<file path="src/rtl/exe_stage.sv">
// exe_stage -- RV32IM execute stage.
//
// Registers the ID->EXE bus, then computes the ALU / multiplier result from
// that register. Integer multiplies finish in one cycle. Divides and
// remainders use an iterative restoring divider that holds upstream off
// through exe_stall_o.
//
// Ports
//   clk              clock, all state on posedge
//   rst_n            asynchronous active-low reset
//   id_exe_bus_in    [125:0] {op1,op2,rd,rd_wen,exe_fun[18:0],mem_we,mem_re,wb_sel,pc}
//   id_valid_in      id_exe_bus_in carries a real instruction
//   exe_flush_i      kill the instruction held in EXE and abort any divide
//   exe_stall_o      1 = EXE is not accepting a new instruction
//   exe_mem_bus_out  [107:0] {result,store_data,rd,rd_wen,mem_we,mem_re,wb_sel,pc,valid}
//
// Divider FSM
//   state      | meaning
//   S_IDLE     | no divide in flight; a non-special divide raises the stall
//   S_DIV_RUN  | one quotient bit per cycle, cnt_q counts 31 down to 0
//   S_DIV_DONE | signed quotient/remainder held in quo_q/rem_q, result valid

module exe_stage #(
  parameter int XLEN        = 32,
  parameter bit DIV_ZERO_FB = 1'b1
) (
  input  logic         clk,
  input  logic         rst_n,
  input  logic [125:0] id_exe_bus_in,
  input  logic         id_valid_in,
  input  logic         exe_flush_i,
  output logic         exe_stall_o,
  output logic [107:0] exe_mem_bus_out
);

  typedef enum logic [1:0] {
    S_IDLE     = 2'd0,
    S_DIV_RUN  = 2'd1,
    S_DIV_DONE = 2'd2
  } state_e;

  logic [125:0]    bus_q;
  logic            vld_q;
  state_e          state_q;
  logic [4:0]      cnt_q;
  logic [XLEN-1:0] quo_q;
  logic [XLEN-1:0] rem_q;
  logic [XLEN-1:0] dvs_q;
  logic            qneg_q;
  logic            rneg_q;

  // Fields of the registered bus
  logic [XLEN-1:0] op1, op2, pc;
  logic [4:0]      rd;
  logic            rd_wen, mem_we, mem_re;
  logic [18:0]     fun;
  logic [2:0]      wb_sel;

  assign op1    = bus_q[125:94];
  assign op2    = bus_q[93:62];
  assign rd     = bus_q[61:57];
  assign rd_wen = bus_q[56];
  assign fun    = bus_q[55:37];
  assign mem_we = bus_q[36];
  assign mem_re = bus_q[35];
  assign wb_sel = bus_q[34:32];
  assign pc     = bus_q[31:0];

  // Divide classification
  logic is_div, is_sdiv, is_quo;
  logic div_zero, div_ovf, div_special, div_start;
  logic [XLEN-1:0] spec_res;

  assign is_div   = |fun[17:14];
  assign is_sdiv  = fun[14] | fun[16];
  assign is_quo   = fun[14] | fun[15];
  assign div_zero = (op2 == 32'h0);
  assign div_ovf  = is_sdiv && (op1 == 32'h8000_0000) && (op2 == 32'hFFFF_FFFF);
  assign div_special = DIV_ZERO_FB && (div_zero || div_ovf);
  assign div_start   = (state_q == S_IDLE) && vld_q && is_div && !div_special;

  assign exe_stall_o = div_start || (state_q == S_DIV_RUN);

  always_comb begin
    spec_res = '0;
    if (div_zero) spec_res = is_quo ? 32'hFFFF_FFFF : op1;
    else          spec_res = is_quo ? 32'h8000_0000 : 32'h0;
  end

  // Operand magnitudes for the divider; unsigned ops take the operands as-is
  logic [XLEN-1:0] op1_abs, op2_abs;
  assign op1_abs = (is_sdiv && op1[31]) ? (~op1 + 32'd1) : op1;
  assign op2_abs = (is_sdiv && op2[31]) ? (~op2 + 32'd1) : op2;

  // One restoring step: shift the next dividend bit into the partial remainder
  logic [32:0]     div_shift;
  logic            div_ge;
  logic [XLEN-1:0] div_sub, rem_d, quo_d;

  assign div_shift = {rem_q, quo_q[31]};
  assign div_ge    = (div_shift >= {1'b0, dvs_q});
  assign div_sub   = div_shift[31:0] - dvs_q;
  assign rem_d     = div_ge ? div_sub : div_shift[31:0];
  assign quo_d     = {quo_q[30:0], div_ge};

  // Single 64-bit multiplier; operand extension selects the signedness
  logic [63:0] mul_a, mul_b, mul_p;
  assign mul_a = {{32{(fun[11] | fun[12]) & op1[31]}}, op1};
  assign mul_b = {{32{fun[11] & op2[31]}}, op2};
  assign mul_p = mul_a * mul_b;

  logic [XLEN-1:0] alu_res, result;
  logic [4:0]      shamt;
  assign shamt = op2[4:0];

  always_comb begin
    alu_res = '0;
    if      (fun[0])  alu_res = op1 + op2;
    else if (fun[1])  alu_res = op1 - op2;
    else if (fun[2])  alu_res = op1 & op2;
    else if (fun[3])  alu_res = op1 | op2;
    else if (fun[4])  alu_res = op1 ^ op2;
    else if (fun[5])  alu_res = op1 << shamt;
    else if (fun[6])  alu_res = op1 >> shamt;
    else if (fun[7])  alu_res = $unsigned($signed(op1) >>> shamt);
    else if (fun[8])  alu_res = {31'b0, $signed(op1) < $signed(op2)};
    else if (fun[9])  alu_res = {31'b0, op1 < op2};
    else if (fun[10]) alu_res = mul_p[31:0];
    else if (fun[11] | fun[12] | fun[13]) alu_res = mul_p[63:32];
    else if (fun[18]) alu_res = op1;
  end

  always_comb begin
    result = '0;
    if (state_q == S_DIV_DONE) result = is_quo ? quo_q : rem_q;
    else if (is_div)           result = div_special ? spec_res : 32'h0;
    else                       result = alu_res;
  end

  assign exe_mem_bus_out = {result, op2, rd, rd_wen, mem_we, mem_re, wb_sel, pc,
                            vld_q & ~exe_stall_o};

  always_ff @(posedge clk or negedge rst_n) begin
    if (!rst_n) begin
      bus_q   <= '0;
      vld_q   <= 1'b0;
      state_q <= S_IDLE;
      cnt_q   <= '0;
      quo_q   <= '0;
      rem_q   <= '0;
      dvs_q   <= '0;
      qneg_q  <= 1'b0;
      rneg_q  <= 1'b0;
    end else begin
      // A flush frees the stage this edge, so the upstream bus is taken too
      if (!exe_stall_o || exe_flush_i) bus_q <= id_exe_bus_in;

      if (exe_flush_i)       vld_q <= 1'b0;
      else if (!exe_stall_o) vld_q <= id_valid_in;

      if (exe_flush_i) begin
        state_q <= S_IDLE;
        cnt_q   <= '0;
      end else begin
        case (state_q)
          S_IDLE: begin
            if (div_start) begin
              quo_q   <= op1_abs;
              rem_q   <= '0;
              dvs_q   <= op2_abs;
              // A zero divisor yields all-ones regardless of sign
              qneg_q  <= is_sdiv && (op1[31] ^ op2[31]) && !div_zero;
              rneg_q  <= is_sdiv && op1[31];
              cnt_q   <= 5'd31;
              state_q <= S_DIV_RUN;
            end
          end
          S_DIV_RUN: begin
            if (cnt_q == 5'd0) begin
              quo_q   <= qneg_q ? (~quo_d + 32'd1) : quo_d;
              rem_q   <= rneg_q ? (~rem_d + 32'd1) : rem_d;
              state_q <= S_DIV_DONE;
            end else begin
              quo_q <= quo_d;
              rem_q <= rem_d;
              cnt_q <= cnt_q - 5'd1;
            end
          end
          S_DIV_DONE: state_q <= S_IDLE;
          default:    state_q <= S_IDLE;
        endcase
      end
    end
  end

endmodule

</file>
<file path="config.mk">
export PLATFORM = sky130hd
export DESIGN_NAME = exe_stage
export DESIGN_NICKNAME = d
export VERILOG_FILES = /design/src/rtl/exe_stage.sv
export SDC_FILE = /design/constraint.sdc
export NUM_CORES = 2
export LEC_CHECK = 0
export BUFFER_PORTS_ARGS = -buffer_cell sky130_fd_sc_hd__clkbuf_2
export CORE_MARGIN = 4
export CORE_UTILIZATION = 40
export CTS_CLUSTER_DIAMETER = 200
export DETAILED_ROUTE_END_ITERATION = 12
export HOLD_SLACK_MARGIN = 0.06
export PLACE_DENSITY = 0.58
export SYNTH_ARGS = -nofsm -noshare
export SYNTH_HDL_FRONTEND = slang
export SYNTH_SLANG_ARGS = --single-unit
</file>
<file path="constraint.sdc">
create_clock -name clk -period 14.66 [get_ports clk]
set_input_delay 1.466 -clock clk [delete_from_list [all_inputs] [get_ports clk]]
set_output_delay 1.466 -clock clk [all_outputs]
set_load 0.01 [all_outputs]
</file>
==> impl_metrics.toml <==
[die]
core_um2 = 156000
pin_count = 239
fp.dieW_um = 404
fp.dieH_um = 404
dieArea_um2 = 163000
num_rows = 145
initial_core_util_pct = 40.2

[yosys]
synthTopCellsByCount = "nand2_1 (1,313), inv_1 (1,272), fa_1 (1,128)"
syn_inst = 7770
yosysSeqAreaShare_pct = 9.24
yosysTopAreaCell = "fa_1"
synth_ff_type = "dfrtp_1"
synth_cell_types = 102
async_reset_ff_share_pct = 100
yosys-top-cells-area = "fa_1 (36%), dfrtp_1 (9.2%), nand2_1 (7.8%)"
synth_top_area_share_pct = 35.9
ys.warnings.count = 0
yosys.cell_count.top_type = "nand2_1"
synth-edff-count = 0
syn_area_um2 = 62800
syn_nets = 9376
avgSynthCellArea_um2 = 8.09
ys_ff_latch = 232

[global_routing]
grt_pass1_wl_um = 422000
grt-ovfl-total = 0
antenna_found_initial = 24
grt_use_total_pct = 35.5
grt_pass1_vias = 58600
grt_max_degree = 155

[critical_path]
reg2reg_to = "bus_q[85]"
crit_type = "reg -> out"
startpoint_type = "flip-flop"
cp.required_ns = 13.19
rr_worst_depth = 15
r2r_start = "bus_q[63]"
end_kind = "output port"
r2r_slack_ns = 7.37
worstPathMaxFanout = 20
cp_slowest_cell = "nor2_1"
path_common_cell = "fa_1"
crit_arrival_ns = 11.86
slowest_delay_ns = 0.92

[clock_tree]
clk_latency_ns = 0.67
clk_pin_slew_ns = 0.06
cts_sinks = 232
cts-htree-levels = 1
cts_setup_buffers = 0
cts_tree = "yes"
root_buffer = "clkbuf_16"
cts_resized = 0
cts_made_buffers = 31
holdBufCountCts = 0
clock_tree.buffer_depth = 3

[run_status]
failed_checks = "capacitance limit, slew limit"
outcome = "finished, violations left"

[route]
drc = 0
drt_iter0_drc = 6663
vias_per_cell = 5.90
dr.pass1.iters = 7
num_vias = 57700
wl_per_cell_um = 29.8
wl_um = 292000
final_antenna_net_count = 0

[finish]
final_cell_area_um2 = 67000
drive_above_1_share_pct = 8.51
layout.cells.non_filler = 9774
syn2layout_area_growth_pct = 6.64
multi_input_area_um2 = 49600
finalNetCount = 9275
seqCellArea_um2 = 5830
n_fill_cell = 15900

[min_path]
holdPathStages = 2
min_path_type = "reg -> reg"
hold_path_end = "bus_q[16]"
hp-start = "bus_q[16]"

[timing]
tightest_slew_ns = 1.59
timing.final.crit_share_pct = 90.9
final-setup-viol-count = 0
drv_slew = 6
tns_ns = 0
period_needed_ns = 13.33
clock_skew_ns = 0.0355
hold_violations = 0
fmax_mhz = 75.0
slew_headroom_pct = -6.89
rsz0062_at_grt = "false"

[placement]
placedCellCount = 9693
place.gp.congestion = 1.10
place_area_um2 = 65800
portBuffers = 238
hpwlAfterDp_um = 228000

[flow_run]
drv_cap = 1
-- state kept, by name, summed over array words and instances, names as in the netlist --
| signal | count |
|---|---|
| vld_q | 1 |
| qneg_q | 1 |
| state_q | 2 |
| cnt_q | 5 |
| quo_q | 32 |
| rem_q | 32 |
| rneg_q | 1 |
| dvs_q | 32 |
| bus_q | 126 |
-- cells in the final DEF (no fill, tap or decap), types with 66 or more instances in the layout --
| cell type | count |
|---|---|
| xnor2_1 | 182 |
| nor2_1 | 677 |
| xor2_1 | 69 |
| clkbuf_2 | 237 |
| a21oi_1 | 337 |
| nor3_1 | 84 |
| dfrtp_1 | 218 |
| nand3_1 | 83 |
| nand2_1 | 1313 |
| mux2i_1 | 76 |
| a21o_1 | 66 |
| fa_1 | 1128 |
| a31oi_1 | 76 |
| buf_4 | 213 |
| ha_1 | 348 |
| o21ai_0 | 447 |
| inv_1 | 1268 |
-- critical path: cells and delay by family (launching register included) --
kind,cells,cell delay [ns]
adders and majority gates,9,5.15
AOI/OAI and AO/OA,9,2.55
and+or+nand+nor,3,1.61
buffers and inverters,6,1.10
DFF,1,0.53
muxes,1,0.24
-- kinds of logic after synthesis --
group,Yosys count,synth area share (%)
compound gates,1380,13.9
xor+xnor,251,3.50
fa+ha+maj,1476,42.9
buf+inv,1885,11.9
flops,232,9.24
mux,119,2.61
simple gates,2427,16.1
-- area by class of cell --
type	count	share of cell area, %
clock inverter	23	0.500
sequential	232	8.71
antenna	22	0.0822
clock buffer	35	1.24
tap	2058	3.84
timing repair buffer	455	4.30
inverter	1296	7.26
multi-input combinational	5653	74.1
-- worst max path at each step --
stage,from,end,slack (ns)
final,bus_q[48],exe_mem_bus_out[102],1.33
after global placement,bus_q[48],exe_mem_bus_out[102],2.25
after CTS,bus_q[48],exe_mem_bus_out[102],1.36
after detailed placement,bus_q[48],exe_mem_bus_out[102],2.07
after floorplan,bus_q[65],exe_mem_bus_out[102],3.49
after global routing,bus_q[48],exe_mem_bus_out[103],0.85
-- metal layers --
metal	global-route usage, %	vias up	part of all wire [%]
li1	-	24300	-
met1	46.9	29400	39
met2	52.9	3262	42
met3	7.86	736	10
met4	22.4	6	8.1
met5	0	-	0.011
-- stage by stage --
stage	setup WS [ns]	util [%]	hold slack, ns
6_report	1.33	42.9	0.462
3_3_place_gp	2.25	42.1	0.449
5_1_grt	0.851	42.9	0.484
3_5_place_dp	2.07	42.1	0.454
4_1_cts	1.36	42.9	0.469
2_1_floorplan	3.49	-	0.440
Power is not shown: default switching activity piles up to over one toggle a cycle in this logic, so the estimate is an artifact.
